<file path="src/rtl/jt7759_nbuf.sv">
// Nibble buffer between jt7759 ROM-fetch control and the ADPCM decoder: byte FIFO in, one nibble per cen_dec out.
// Optional underflow event counter output ufcnt enabled by defining JT7759_NBUF_UFCNT_EN.
module jt7759_nbuf #(
  parameter int DEPTH = 4,
  parameter int AW    = 2
) (
  input  logic          rst_n,
  input  logic          clk,
  input  logic          cen_dec,
  input  logic          flush,
  input  logic [7:0]    din,
  input  logic          din_valid,
  output logic          din_ready,
  output logic [3:0]    nib,
  output logic          nib_ok,
  output logic          empty,
  output logic [AW:0]   level,
`ifdef JT7759_NBUF_UFCNT_EN
  output logic [7:0]    ufcnt,
`endif
  output logic          uflow
);

  localparam logic [AW:0] FULL = (AW+1)'(DEPTH);

  logic [7:0]    mem_q [DEPTH];
  logic [AW-1:0] wp_q, wp_d;
  logic [AW-1:0] rp_q, rp_d;
  logic [AW:0]   level_q, level_d;
  logic          half_q, half_d;
  logic [3:0]    nib_q, nib_d;
  logic          nib_ok_q, nib_ok_d;
  logic          uflow_q, uflow_d;
  logic          wr_s, pop_s, mem_we_s;
  logic [7:0]    rd_byte_s;
`ifdef JT7759_NBUF_UFCNT_EN
  logic [7:0]    ufcnt_q, ufcnt_d;
`endif

  assign din_ready = (level_q != FULL);
  assign empty     = (level_q == {(AW+1){1'b0}});
  assign level     = level_q;
  assign nib       = nib_q;
  assign nib_ok    = nib_ok_q;
  assign uflow     = uflow_q;
  assign rd_byte_s = mem_q[rp_q];
`ifdef JT7759_NBUF_UFCNT_EN
  assign ufcnt     = ufcnt_q;
`endif

  // Next-state: flush wins; otherwise independent write and nibble read, level nets both.
  always_comb begin
    wp_d     = wp_q;
    rp_d     = rp_q;
    level_d  = level_q;
    half_d   = half_q;
    nib_d    = nib_q;
    nib_ok_d = 1'b0;
    uflow_d  = uflow_q;
    wr_s     = 1'b0;
    pop_s    = 1'b0;
    mem_we_s = 1'b0;
`ifdef JT7759_NBUF_UFCNT_EN
    ufcnt_d  = ufcnt_q;
`endif
    if (flush) begin
      wp_d    = {AW{1'b0}};
      rp_d    = {AW{1'b0}};
      level_d = {(AW+1){1'b0}};
      half_d  = 1'b0;
      nib_d   = 4'h0;
      uflow_d = 1'b0;
`ifdef JT7759_NBUF_UFCNT_EN
      ufcnt_d = 8'h00;
`endif
    end else begin
      wr_s     = din_valid && din_ready;
      mem_we_s = wr_s;
      if (wr_s) begin
        wp_d = wp_q + {{(AW-1){1'b0}}, 1'b1};
      end else begin
        wp_d = wp_q;
      end
      if (cen_dec) begin
        if (!empty) begin
          nib_d    = half_q ? rd_byte_s[3:0] : rd_byte_s[7:4];
          nib_ok_d = 1'b1;
          half_d   = ~half_q;
          pop_s    = half_q;
          if (half_q) begin
            rp_d = rp_q + {{(AW-1){1'b0}}, 1'b1};
          end else begin
            rp_d = rp_q;
          end
        end else begin
          // A byte written this same cycle is not readable yet: still a starve.
          uflow_d = 1'b1;
`ifdef JT7759_NBUF_UFCNT_EN
          if (ufcnt_q != 8'hFF) begin
            ufcnt_d = ufcnt_q + 8'h01;
          end else begin
            ufcnt_d = ufcnt_q;
          end
`endif
        end
      end else begin
        nib_ok_d = 1'b0;
      end
      level_d = level_q + {{AW{1'b0}}, wr_s} - {{AW{1'b0}}, pop_s};
    end
  end

  // Control state registers.
  always_ff @(posedge clk or negedge rst_n) begin
    if (!rst_n) begin
      wp_q     <= {AW{1'b0}};
      rp_q     <= {AW{1'b0}};
      level_q  <= {(AW+1){1'b0}};
      half_q   <= 1'b0;
      nib_q    <= 4'h0;
      nib_ok_q <= 1'b0;
      uflow_q  <= 1'b0;
`ifdef JT7759_NBUF_UFCNT_EN
      ufcnt_q  <= 8'h00;
`endif
    end else begin
      wp_q     <= wp_d;
      rp_q     <= rp_d;
      level_q  <= level_d;
      half_q   <= half_d;
      nib_q    <= nib_d;
      nib_ok_q <= nib_ok_d;
      uflow_q  <= uflow_d;
`ifdef JT7759_NBUF_UFCNT_EN
      ufcnt_q  <= ufcnt_d;
`endif
    end
  end

  // Byte storage; contents are don't-care after reset so no reset here.
  always_ff @(posedge clk) begin
    if (mem_we_s) begin
      mem_q[wp_q] <= din;
    end
  end

endmodule
</file>
<file path="config.mk">
export PLATFORM = sky130hd
export DESIGN_NAME = jt7759_nbuf
export DESIGN_NICKNAME = d
export VERILOG_FILES = /design/src/rtl/jt7759_nbuf.sv
export SDC_FILE = /design/constraint.sdc
export NUM_CORES = 1
export LEC_CHECK = 0
export CORE_MARGIN = 2
export CORE_UTILIZATION = 35
export CTS_CLUSTER_SIZE = 24
export DETAILED_ROUTE_END_ITERATION = 7
export SYNTH_ARGS = -nofsm -noshare
export SYNTH_HDL_FRONTEND = slang
export SYNTH_SLANG_ARGS = --single-unit
</file>
<file path="constraint.sdc">
create_clock -name clk -period 5.2 [get_ports clk]
set_input_delay 1.3 -clock clk [delete_from_list [all_inputs] [get_ports clk]]
set_output_delay 1.3 -clock clk [all_outputs]
set_load 0.03 [all_outputs]
</file>
Yosys cells after proc, flatten, opt, wreduce, memory -nomap -nowiden. Memory sizes are Yosys's and may differ from the RTL's. Cells that the tools add are included. Widths: inputs -> output; s select.

Register bits after elaboration: 14. Memory bits (writable): 32. Input bits: 13. Logic and storage cells: 50. Memories kept: 1.

Add/sub/neg operators: 4. Equality and inequality tests: 2. Multiplexer cells: 26. Bitwise logic cells: 1. Reductions and logical operators: 9.

Memories: mem_q (depth 4, width 8, read ports 1, clocked after Yosys merged registers in 0, wr ports 1, RTL line 26) `logic [7:0] mem_q [DEPTH];`.

Operator list (number): $mux 4 (4); $mux 1 (15); $mux 2 (6); $reduce_bool 2->1 (4); $add 2x1->2 const B (2); $reduce_and 2->1 (2); $add 3x1->3 (1); $logic_not 3->1 (1); $mux 3 (1); $ne 3x3->1 const B (1); $reduce_and 3->1 (1); $sub 3x1->3 (1); $ne 2x2->1 const B (1); $logic_and 1x1->1 (1); $not 1->1 (1).

Logic depth before layout (Yosys ltp).
Depth in word-level cells: 6. Depth in mapped cells: 11. Gate-level depth less buffers: 11.

Least setup slack after synthesis. Ideal clock, no wire load.

Path kind: in2reg. Start: input cen_dec. End: register level_q[2] (netlist: level[2]). Setup time: 86 ps. Arrival time: 2750 ps. Data required time: 5114 ps. Setup slack: 2364 ps. Stages on the path: 10. Buffers on the path: 0. Cell sequence: o311ai_2 -> inv_1 -> ha_1 -> inv_1 -> ha_1 -> inv_1 -> fa_1 -> xor2_1 -> and2_1 -> nor3_1.

Word-level cells in the longest chain between the ends: 4.

Ends and longest elaborated chain: start: declaration (RTL line 9) `input logic cen_dec,`; $mux 1 (RTL line 84) `if (cen_dec) begin`; $mux 1 (RTL line 66) `if (flush) begin`; $sub 3x1->3 (RTL line 109) `level_d = level_q + {{AW{1'b0}}, wr_s} - {{AW{1'b0}}, pop_s};`; $mux 3 (RTL line 66); via level_d[2] (RTL line 29) `logic [AW:0] level_q, level_d;`; end signal: assignment (RTL line 118) `level_q <= {(AW+1){1'b0}};`; end signal: assignment (RTL line 129) `level_q <= level_d;`; end: declaration (RTL line 29).

The timed path passes the listed nets, and every way through them passes these cells. The select of a mux whose other input is x is not followed. A chain may end at the register's enable or synchronous reset.

Worst setup path in the final report.
Start: register level_q[1] (netlist: level[1]). End: output din_ready.

Word-level cells in the longest chain between the ends: 1.

Ends and longest elaborated chain: $ne 3x3->1 (RTL line 40) `assign din_ready = (level_q != FULL);`; end: declaration (RTL line 13) `output logic din_ready,`.

Every way passes these cells.

==> results.py <==
metrics = {
    "place": {
        "place_congestion": 0.7759,
        "dp.cells": 220,
        "hpwl_um": 2383,
        "io_buffers": 23,
    },
    "route": {
        "postRouteAntennaNets": 0,
        "first_pass_iters": 4,
        "routedWlPerCell_um": 14.54,
        "vias": 1078,
        "drc": 0,
        "drtIter0Drc": 61,
        "via_per_inst": 4.728,
        "wirelength_um": 3315,
    },
    "setup_path": {
        "crit_path_start": "level[1]",
        "crit_type": "flop to output pin",
        "cp_cell_sequence": "nor3b_1, inv_1, clkdlybuf4s50_1",
        "crit_arrival_ns": 2.03,
        "cpMaxStageDelayCell": "clkdlybuf4s50_1",
        "cp_max_fo": 8,
        "worstSetupStartpointType": "flop",
        "cp.required_ns": 3.90,
        "cp-end-kind": "output pin",
        "rr_worst_depth": 11,
        "r2r_slack_ns": 2.62,
        "slowest_delay_ns": 0.62,
        "r2r-end": "level[2]",
        "crit_path_end": "din_ready",
        "reg2reg_from": "level[1]",
    },
    "timing": {
        "rsz0062_at_grt": "no",
        "setup_tns_ns": 0,
        "worst_pin_slew_ns": 0.6421,
        "period_share_pct": 64.03,
        "hold_viol_final": 0,
        "maxSlewHeadroom_pct": 57.06,
        "clock_skew_ns": 0.003523,
        "maxSlewViolCount": 0,
        "min_period_ns": 3.330,
        "setup_viol": 0,
        "max_freq_ghz": 0.3003,
    },
    "flow_run": {
        "cap_violations": 0,
    },
    "min_path": {
        "hold-path-cell-count": 2,
        "hp-class": "flop to flop",
    },
    "synthesis": {
        "yosysSeqAreaShare_pct": 66.46,
        "yosys-top-cells-area": "edfxtp_1 (49%), dfrtp_1 (18%), mux2_2 (4.6%)",
        "syn_nets": 148,
        "ys_types": 31,
        "ys_ff_latch": 46,
        "yosysWarningCount": 0,
        "syn-cell-area_um2": 1973,
        "syn_inst": 128,
        "yosysTopAreaCell": "edfxtp_1",
        "syn_area_per_cell_um2": 15.42,
        "yosysTopAreaCellShare_pct": 48.70,
    },
    "power_and_ir_drop": {
        "power_density_nw_per_um2": 424.1,
        "vdd_drop_max_mv": 0.1660,
        "leakage_nw": 0.8622,
    },
    "cts": {
        "clk_pin_slew_worst_paths_ns": 0.09,
        "post_cts_buffers": 0,
        "cts_buffer_depth": 2,
        "cts_root_buf": "clkbuf_8",
        "holdBufCountCts": 0,
        "clock_latency_ns": 0.29,
        "cts_resized": 0,
        "cts_buffers": 5,
        "tritoncts": "built",
        "clock-sinks": 46,
        "htreeDepth": 2,
    },
    "layout": {
        "final_layout_size_suffix_gt1_share_pct": 12.82,
        "syn_to_final_growth_pct": 20.04,
        "nets": 175,
        "final_common_cell": "edfxtp_1",
        "layout_common_cells": "edfxtp_1 (32), clkdlybuf4s50_1 (23), dfrtp_1 (14)",
        "antenna_cells": 0,
        "final_cells": 228,
    },
    "floorplanning": {
        "rows": 27,
        "boundaryPins": 24,
        "die_area_um2": 6254,
        "design.core.area_um2": 5473,
        "die_w_um": 79.09,
        "start_util_pct": 36.05,
        "die_y_um": 79.09,
    },
    "global_route": {
        "grt_max_degree": 17,
        "grt_pass1_vias": 1120,
        "antenna_found_initial": 0,
        "grt.total_usage_pct": 11.89,
        "grt.overflow.total": 0,
        "grt_first_pass_wirelength_um": 5485,
    },
    "run_status": {
        "status": "finished clean",
    },
}
## critical path: cells and delay by family, from the launching register on
family / cells / cell delay (ns)
buffers and inverters: 2 / 0.77
flip-flops: 1 / 0.51
AND/OR/NAND/NOR: 1 / 0.45
## layout make-up
class,instances,area (um^2)
Inverter,10,37.54
Multi-Input combinational cell,69,605.6
Clock buffer,5,68.82
Tap cell,72,90.09
Fill cell,499,3104
Clock inverter,3,25.02
Timing Repair Buffer,23,230.2
Sequential cell,46,1311
## worst min-delay path by stage
stage,slack (ns),end,from
floorplan,0.56,wp_q[0],wp_q[0]
global placement,0.48,uflow,uflow
detailed placement,0.50,uflow,uflow
CTS,0.52,uflow,uflow
global route,0.55,uflow,uflow
finish,0.51,uflow,uflow
## stage by stage
| step | hold slack, ns | utilization [%] | setup slack, ns | area [um^2] | power [mW] |
|---|---|---|---|---|---|
| global placement | 0.4811 | 41.56 | 1.765 | 2275 | 0.7907 |
| floorplan | 0.5573 | - | 2.364 | 1973 | 0.6833 |
| finish | 0.5106 | 43.28 | 1.870 | 2369 | 1.005 |
| CTS | 0.5170 | 43.28 | 1.855 | 2369 | 1.019 |
| detailed placement | 0.4973 | 41.56 | 1.682 | 2275 | 0.8007 |
| global route | 0.5502 | 43.28 | 1.764 | 2369 | 1.067 |
## registers in the layout, indices dropped and copies added (netlist names)
register / flops
half_q: 1
level: 3
mem_q: 32
nib: 4
nib_ok: 1
rp_q: 2
uflow: 1
wp_q: 2
## logic make-up after synthesis
logic type	count (synthesis)	synth area share [%]
xor gates and xnor gates	3	1.332
DFF	46	66.46
AOI/OAI and AO/OA	17	6.721
adders and majority gates	7	4.819
and+or+nand+nor	30	8.118
buffers and inverters	13	2.853
muxes	12	9.702
## synth_stat cells
| master | number |
|---|---|
| nor3_1 | 3 |
| clkbuf_1 | 1 |
| inv_1 | 10 |
| nor2_1 | 9 |
| nand3b_1 | 4 |
| and2_1 | 5 |
| nand2b_1 | 1 |
| o311ai_2 | 1 |
| o31ai_1 | 3 |
| dfrtp_1 | 14 |
| mux2_2 | 8 |
| a21oi_1 | 4 |
| ha_1 | 6 |
| mux4_1 | 3 |
| o21ai_0 | 3 |
| nand2_1 | 2 |
| o31ai_2 | 1 |
| o31ai_4 | 1 |
| buf_6 | 1 |
| nand3_1 | 2 |
| edfxtp_1 | 32 |
| nor3b_1 | 1 |
| or2_1 | 1 |
| mux4_2 | 1 |
| buf_1 | 1 |
| xnor2_1 | 2 |
| o22ai_1 | 4 |
| fa_1 | 1 |
| or3_1 | 1 |
| nor2b_1 | 1 |
| xor2_1 | 1 |
## routing by layer
metal  vias to the layer above  global-route usage [%]  share of wire [%]
li1                        523                       -                  -
met5                         -                       0                  0
met4                         0                   5.000                1.8
met1                       524                   14.37                 44
met3                         5                   3.523                4.6
met2                        26                   19.83                 50
## power breakdown
group / total [mW] / switching, mW / internal (mW) / leakage [nW]
Clock: 0.217 / 0.120 / 0.0969 / 0.0447
Sequential: 0.488 / 0.0532 / 0.435 / 0.479
Combinational: 0.300 / 0.165 / 0.134 / 0.338
Total: 1.00 / 0.339 / 0.666 / 0.862
No activity file was read; power rests on OpenSTA's default activity.
